### config.mk
export PLATFORM = sky130hd
export DESIGN_NAME = rvv_backend_alu_unit_viota_prefix
export DESIGN_NICKNAME = d
export VERILOG_FILES = /design/src/rtl/rvv_backend_alu_unit_viota_prefix_pkg.sv /design/src/rtl/rvv_backend_alu_slice_prefix.sv /design/src/rtl/rvv_backend_alu_unit_viota_prefix.sv
export SDC_FILE = /design/constraint.sdc
export NUM_CORES = 2
export LEC_CHECK = 0
export BUFFER_PORTS_ARGS = -buffer_cell sky130_fd_sc_hd__buf_2
export CAP_MARGIN = 25
export CORE_AREA = 10 10 416 418
export DETAILED_ROUTE_END_ITERATION = 7
export DIE_AREA = 0 0 426 428
export PLACE_DENSITY_LB_ADDON = 0.1
export SLEW_MARGIN = 15
export SYNTH_ARGS = -nofsm -noshare
export SYNTH_HDL_FRONTEND = slang
export SYNTH_SLANG_ARGS = --single-unit
### constraint.sdc
create_clock -name clk -period 86.4 [get_ports clk]
set_input_delay 4.32 -clock clk [delete_from_list [all_inputs] [get_ports clk]]
set_output_delay 4.32 -clock clk [all_outputs]
set_load 0.02 [all_outputs]
### src/rtl/rvv_backend_alu_unit_viota_prefix_pkg.sv
// Shared constants and types for the viota/vcpop prefix-popcount engine
// and the ALU p1 stage that consumes its per-64-bit-chunk counts.
package rvv_backend_alu_unit_viota_prefix_pkg;

   localparam int VIOTA_VLEN    = 128;
   localparam int VIOTA_CHUNK_W = 64;
   localparam int VIOTA_SLICE_W = 16;
   localparam int VIOTA_TAG_W   = 32;
   localparam int VIOTA_CNT_W   = $clog2(VIOTA_CHUNK_W) + 1;

   typedef logic [VIOTA_CNT_W-1:0] viota_cnt_t;

   // Same layout as PIPE_DATA_t.data_viota_per64: [chunk][bit][count]
   typedef logic [VIOTA_VLEN/VIOTA_CHUNK_W-1:0][VIOTA_CHUNK_W-1:0][VIOTA_CNT_W-1:0] viota_per64_t;

   typedef enum logic [1:0] {
      IDLE,
      CALC,
      DONE
   } VIOTA_STATE_e;

endpackage

### src/rtl/rvv_backend_alu_slice_prefix.sv
// Combinational inclusive prefix popcount of one slice, offset by the
// running sum of the slices already processed in the same chunk.
module rvv_backend_alu_slice_prefix
   import rvv_backend_alu_unit_viota_prefix_pkg::*;
#(
   parameter int SLICE_W = VIOTA_SLICE_W,
   parameter int CNT_W   = VIOTA_CNT_W
) (
   input  logic [SLICE_W-1:0]            i_slice,
   input  logic [CNT_W-1:0]              i_base,
   output logic [SLICE_W-1:0][CNT_W-1:0] o_prefix,
   output logic [CNT_W-1:0]              o_popcnt
);

   logic [CNT_W-1:0] w_local;

   always_comb begin
      w_local  = '0;
      o_prefix = '0;
      for (int k = 0; k < SLICE_W; k++) begin
         w_local     = w_local + CNT_W'(i_slice[k]);
         o_prefix[k] = i_base + w_local;
      end
      o_popcnt = w_local;
   end

endmodule

### src/rtl/rvv_backend_alu_unit_viota_prefix.sv
// Multi-cycle per-chunk prefix popcount feeding data_viota_per64 of ALU p1.
// Each chunk walks its slices in parallel; the accept cycle computes slice 0.
module rvv_backend_alu_unit_viota_prefix
   import rvv_backend_alu_unit_viota_prefix_pkg::*;
#(
   parameter int VLEN    = VIOTA_VLEN,
   parameter int CHUNK_W = VIOTA_CHUNK_W,
   parameter int SLICE_W = VIOTA_SLICE_W,
   parameter int TAG_W   = VIOTA_TAG_W
) (
   input  logic                 clk,
   input  logic                 rst,
   input  logic                 flush,
   input  logic                 in_valid,
   output logic                 in_ready,
   input  logic [VLEN-1:0]      in_mask,
   input  logic [TAG_W-1:0]     in_tag,
   output logic                 out_valid,
   input  logic                 out_ready,
   output logic [TAG_W-1:0]     out_tag,
   output logic [(VLEN/CHUNK_W)*CHUNK_W*($clog2(CHUNK_W)+1)-1:0] out_viota_per64
);

   localparam int NCH   = VLEN / CHUNK_W;
   localparam int NSL   = CHUNK_W / SLICE_W;
   localparam int CNT_W = $clog2(CHUNK_W) + 1;
   localparam int SL_CW = (NSL > 1) ? $clog2(NSL) : 1;
   localparam logic [SL_CW-1:0] LAST_SL = SL_CW'(NSL - 1);

   VIOTA_STATE_e     r_state;
   logic             r_out_valid;
   logic [TAG_W-1:0] r_tag;
   logic [VLEN-1:0]  r_mask;
   logic [SL_CW-1:0] r_slice;

   logic             w_accept;
   logic             w_calc;
   logic [SL_CW-1:0] w_sel_slice;
   logic             w_last;

   assign in_ready    = ~flush & ((r_state == IDLE) | ((r_state == DONE) & out_ready));
   assign w_accept    = in_valid & in_ready;
   assign w_calc      = ~flush & (r_state == CALC);
   assign w_sel_slice = w_accept ? '0 : r_slice;
   assign w_last      = (w_sel_slice == LAST_SL);

   assign out_valid = r_out_valid;
   assign out_tag   = r_tag;

   always_ff @(posedge clk or posedge rst) begin
      if (rst) begin
         r_state     <= IDLE;
         r_out_valid <= 1'b0;
         r_tag       <= '0;
         r_mask      <= '0;
         r_slice     <= '0;
      end else if (flush) begin
         r_state     <= IDLE;
         r_out_valid <= 1'b0;
         r_slice     <= '0;
      end else if (w_accept) begin
         r_tag       <= in_tag;
         r_mask      <= in_mask;
         r_state     <= w_last ? DONE : CALC;
         r_out_valid <= w_last;
         r_slice     <= w_last ? '0 : SL_CW'(1);
      end else begin
         case (r_state)
            CALC: begin
               if (w_last) begin
                  r_state     <= DONE;
                  r_out_valid <= 1'b1;
                  r_slice     <= '0;
               end else begin
                  r_slice <= r_slice + SL_CW'(1);
               end
            end
            DONE: begin
               if (out_ready) begin
                  r_state     <= IDLE;
                  r_out_valid <= 1'b0;
               end
            end
            default: ;
         endcase
      end
   end

   genvar gi;
   generate
      for (gi = 0; gi < NCH; gi++) begin : g_chunk
         logic [CHUNK_W-1:0]              w_chunk;
         logic [SLICE_W-1:0]              w_slice;
         logic [CNT_W-1:0]                w_base;
         logic [CNT_W-1:0]                w_pop;
         logic [SLICE_W-1:0][CNT_W-1:0]   w_prefix;
         logic [CHUNK_W-1:0][CNT_W-1:0]   r_viota;
         logic [CNT_W-1:0]                r_sum;

         // Slice 0 is taken straight from the input so the accept cycle does useful work
         assign w_chunk = w_accept ? in_mask[gi*CHUNK_W +: CHUNK_W] : r_mask[gi*CHUNK_W +: CHUNK_W];
         assign w_base  = w_accept ? '0 : r_sum;

         always_comb begin
            w_slice = '0;
            for (int s = 0; s < NSL; s++) begin
               if (SL_CW'(s) == w_sel_slice) begin
                  w_slice = w_chunk[s*SLICE_W +: SLICE_W];
               end
            end
         end

         rvv_backend_alu_slice_prefix #(
            .SLICE_W (SLICE_W),
            .CNT_W   (CNT_W)
         ) u_slice_prefix (
            .i_slice  (w_slice),
            .i_base   (w_base),
            .o_prefix (w_prefix),
            .o_popcnt (w_pop)
         );

         always_ff @(posedge clk or posedge rst) begin
            if (rst) begin
               r_sum   <= '0;
               r_viota <= '0;
            end else if (w_accept | w_calc) begin
               r_sum <= w_base + w_pop;
               for (int j = 0; j < CHUNK_W; j++) begin
                  if (SL_CW'(j / SLICE_W) == w_sel_slice) begin
                     r_viota[j] <= w_prefix[j % SLICE_W];
                  end
               end
            end
         end

         assign out_viota_per64[gi*CHUNK_W*CNT_W +: CHUNK_W*CNT_W] = r_viota;
      end
   endgenerate

endmodule

==> implementation parameters <==
Parameter                              Value

Status
  Status    complete, no violations

Yosys
  Post-synth cell types    96
  Synth Flop Type    sky130_fd_sc_hd__dfrtp_1
  Total of flip-flops plus latches after synthesis    1074
  Syn. warnings    0
  Number of enable-type register cells in the synthesized netlist    0
  Synth Cell Area    49790 um^2
  Mean instance size in the synthesized netlist    9.471 um^2
  Proportion of synthesized flip-flops having asynchronous set or reset    100.0%
  Proportion of synthesized chip area in sequential cells    53.98%
  Cells after Synth    around 5300

Place
  Global placer's final weighted congestion    0.8312
  Number of buffer cells added on primary ports    1094
  Placement-stage worst setup slack    70.39 ns
  Post-placement cell area    57580 um^2
  Post-detail-place hpwl    164700 um

STA
  Final period demand of the worst path    15.19 ns
  Max Clock Skew    0.05507 ns
  Minimum hold slack    ~0.46 ns
  Highest clock rate    0.06583 GHz
  Max-slew headroom at the worst pin    27.09%
  Portion of the clock cycle consumed by the worst path in the final layout    17.58%
  Setup repair after global routing missed its margin    no
  Number of hold violations in the final report    0
  Setup Viol. Count Final    0
  Least setup slack across all paths after layout    71.21 ns
  Setup TNS    0 ns
  Measured slew at the worst slew-check pin    1.086 ns
  Pins Over Slew Limit    0

Route
  Router iterations before antenna repair    5
  Vias per Instance    4.740
  Residual antenna-violating net count after detailed routing    0
  Number of remaining DRC errors    0
  Violation count after the first detailed-routing iteration    2884
  Post-Route WL    216500 um
  Count of vias placed by the detailed router    40620
  Routed WL per cell    25.27 um

Clock network
  Count of instances resized after the clock tree is built    0
  Deepest clock path buffer count    3
  Sinks on the clock net    1074
  TritonCTS clock tree    built
  Number of setup buffers added after CTS    0
  Hold-fix buffer count after cts    0
  Register clock-pin slew on the reported worst setup and hold paths    0.05 ns
  Skew-Pair Late Insertion Delay    0.79 ns
  Root buffer selected by CTS    sky130_fd_sc_hd__clkbuf_16
  CTS Buf Count    131
  Number of levels the H-tree was split into    4

GRT
  Global-route congestion overflow total    0
  Number of antenna violations at the first check in global routing    33
  Global Route Usage Sum    23.06%
  Largest net degree at the start of global routing    between 150 and 200
  Vias in the first global route    40460
  Wire length of the first global-routing pass    between 300000 and 400000 um

Critical path
  Largest incremental delay on the critical path    between 0.5 and 0.6 ns
  Slowest cell on the critical path    sky130_fd_sc_hd__a211oi_1
  Endpoint type of the worst setup path    flip-flop
  Worst path most repeated cell    sky130_fd_sc_hd__ha_1
  Startpoint types    input pin
  Crit path max fanout    43
  Signal arrival time at the worst endpoint    15.84 ns
  Critical path required time    87.05 ns
  Start-to-end type of the worst setup path    in2reg

Die
  Effective utilization at floorplan    30.28%
  Std-Cell Rows    between 100 and 150
  Die footprint    182300 um^2
  Placeable core region    164400 um^2
  Chip width    roughly 430 um
  Number of I/O pins    1095
  Die H    428 um

Cells and area
  Number of nets in the layout    6682
  Proportion of layout cells with a drive suffix above 1    around a quarter
  Top library cells by usage in the layout, fill and taps aside    1876 x sky130_fd_sc_hd__nand2_1, 1094 x sky130_fd_sc_hd__buf_2, 1072 x sky130_fd_sc_hd__dfrtp_1
  Most frequent standard cell in the layout excluding fill and tap cells    sky130_fd_sc_hd__nand2_1
  Final design area excluding fillers    61940 um^2
  Syn-to-layout area delta    24.40%

Hold path
  Worst min-delay path class    reg2reg

Run
  Number of max-capacitance violations reported    0
## worst max-delay path: cells and delay by family
kind | cells | cell delay [ns]
adder cells (fa/ha/maj) | 11 | 4.74
AND/OR/NAND/NOR | 7 | 2.14
AO/OA/AOI/OAI | 7 | 1.73
XOR/XNOR | 5 | 1.42
buffers and inverters | 6 | 1.13
multiplexers | 1 | 0.28
## synthesized netlist by cell type (5+ instances only)
cell	instances	area share (%)
sky130_fd_sc_hd__a211oi_1	6	0.090
sky130_fd_sc_hd__nor3_1	21	0.21
sky130_fd_sc_hd__buf_1	17	0.13
sky130_fd_sc_hd__nand2_1	1878	14
sky130_fd_sc_hd__xor2_1	49	0.86
sky130_fd_sc_hd__xnor2_2	9	0.29
sky130_fd_sc_hd__inv_1	107	0.81
sky130_fd_sc_hd__o21ai_0	413	4.2
sky130_fd_sc_hd__fa_1	36	1.4
sky130_fd_sc_hd__nand3_1	48	0.48
sky130_fd_sc_hd__a21o_1	36	0.54
sky130_fd_sc_hd__nor4_1	7	0.088
sky130_fd_sc_hd__nand2b_1	15	0.19
sky130_fd_sc_hd__nor2_1	261	2.0
sky130_fd_sc_hd__and2_1	10	0.13
sky130_fd_sc_hd__xnor2_1	164	2.9
sky130_fd_sc_hd__mux2i_1	30	0.60
sky130_fd_sc_hd__and3_1	21	0.26
sky130_fd_sc_hd__nand3b_1	14	0.21
sky130_fd_sc_hd__nand4_1	9	0.11
sky130_fd_sc_hd__or2_2	5	0.063
sky130_fd_sc_hd__clkbuf_1	253	1.9
sky130_fd_sc_hd__o21bai_1	40	0.60
sky130_fd_sc_hd__a21oi_1	222	2.2
sky130_fd_sc_hd__mux2_2	124	2.8
sky130_fd_sc_hd__dfrtp_1	1074	54
sky130_fd_sc_hd__ha_1	203	5.1
sky130_fd_sc_hd__o22a_1	10	0.18
sky130_fd_sc_hd__nor2b_1	13	0.16
sky130_fd_sc_hd__or3_1	5	0.063
sky130_fd_sc_hd__o31ai_1	6	0.090
sky130_fd_sc_hd__xnor3_1	6	0.27
sky130_fd_sc_hd__nor3b_1	5	0.075
sky130_fd_sc_hd__a31oi_1	19	0.24
sky130_fd_sc_hd__a2111oi_0	7	0.12
sky130_fd_sc_hd__a221oi_1	11	0.19
sky130_fd_sc_hd__o211ai_1	14	0.21
## area by class of cell
type | instances | area (um^2)
Inverter | 112 | 432.9
Clock buffer | 190 | 3771
Tap cell | 2189 | 2739
Fill cell | 16960 | 102500
Multi-Input combinational cell | 3799 | 21520
Antenna cell | 8 | 20.02
Sequential cell | 1074 | 26880
Clock inverter | 37 | 544.3
Timing Repair Buffer | 1160 | 6028
## worst paths after layout
check	from	endpoint	slack (ns)	depth (start not counted)
hold / removal	out_viota_per64[12]	out_viota_per64[12]	0.46	2
hold reg to reg	out_viota_per64[12]	out_viota_per64[12]	0.46	2
setup / recovery	out_ready	out_viota_per64[895]	71.21	37
setup reg to reg	r_state[0]	out_viota_per64[895]	74.18	38
max in group asynchronous	rst	out_viota_per64[733]	78.33	8
min in group asynchronous	rst	out_viota_per64[171]	3.69	2
## cells by family after synthesis
family          after synthesis  share of synthesized area, %
compound gates              826                         9.408
buf+inv                     385                         2.938
fa+ha+maj                   241                         6.589
xor+xnor                    242                         5.026
simple gates               2332                         18.59
other cells                   1                      0.007531
mux                         156                         3.468
flops                      1074                         53.98
## registers in the layout, summed over array words and instances, names as in the netlist
signal,count
out_viota_per64,896
r_mask,128
out_tag,32
g_chunk.r_sum,14
r_slice,2
r_state,2
## metal layers
layer	vias up	wire [um]	GRT usage (%)
li1	19250	-	-
met3	328	11250	4.820
met4	16	7697	7.607
met1	19980	88280	27.73
met2	1033	109200	40.69
met5	-	80	0
## through the flow
stage                     cells  utilization (%)
after floorplan            5258                -
after detailed placement   8332            35.02
after global routing       8567            37.67
after global placement     8328            34.99
final                      8569            37.67
after CTS                  8559            37.64
Power is not shown: default switching activity piles up to over one toggle a cycle in this logic, so the estimate is an artifact.
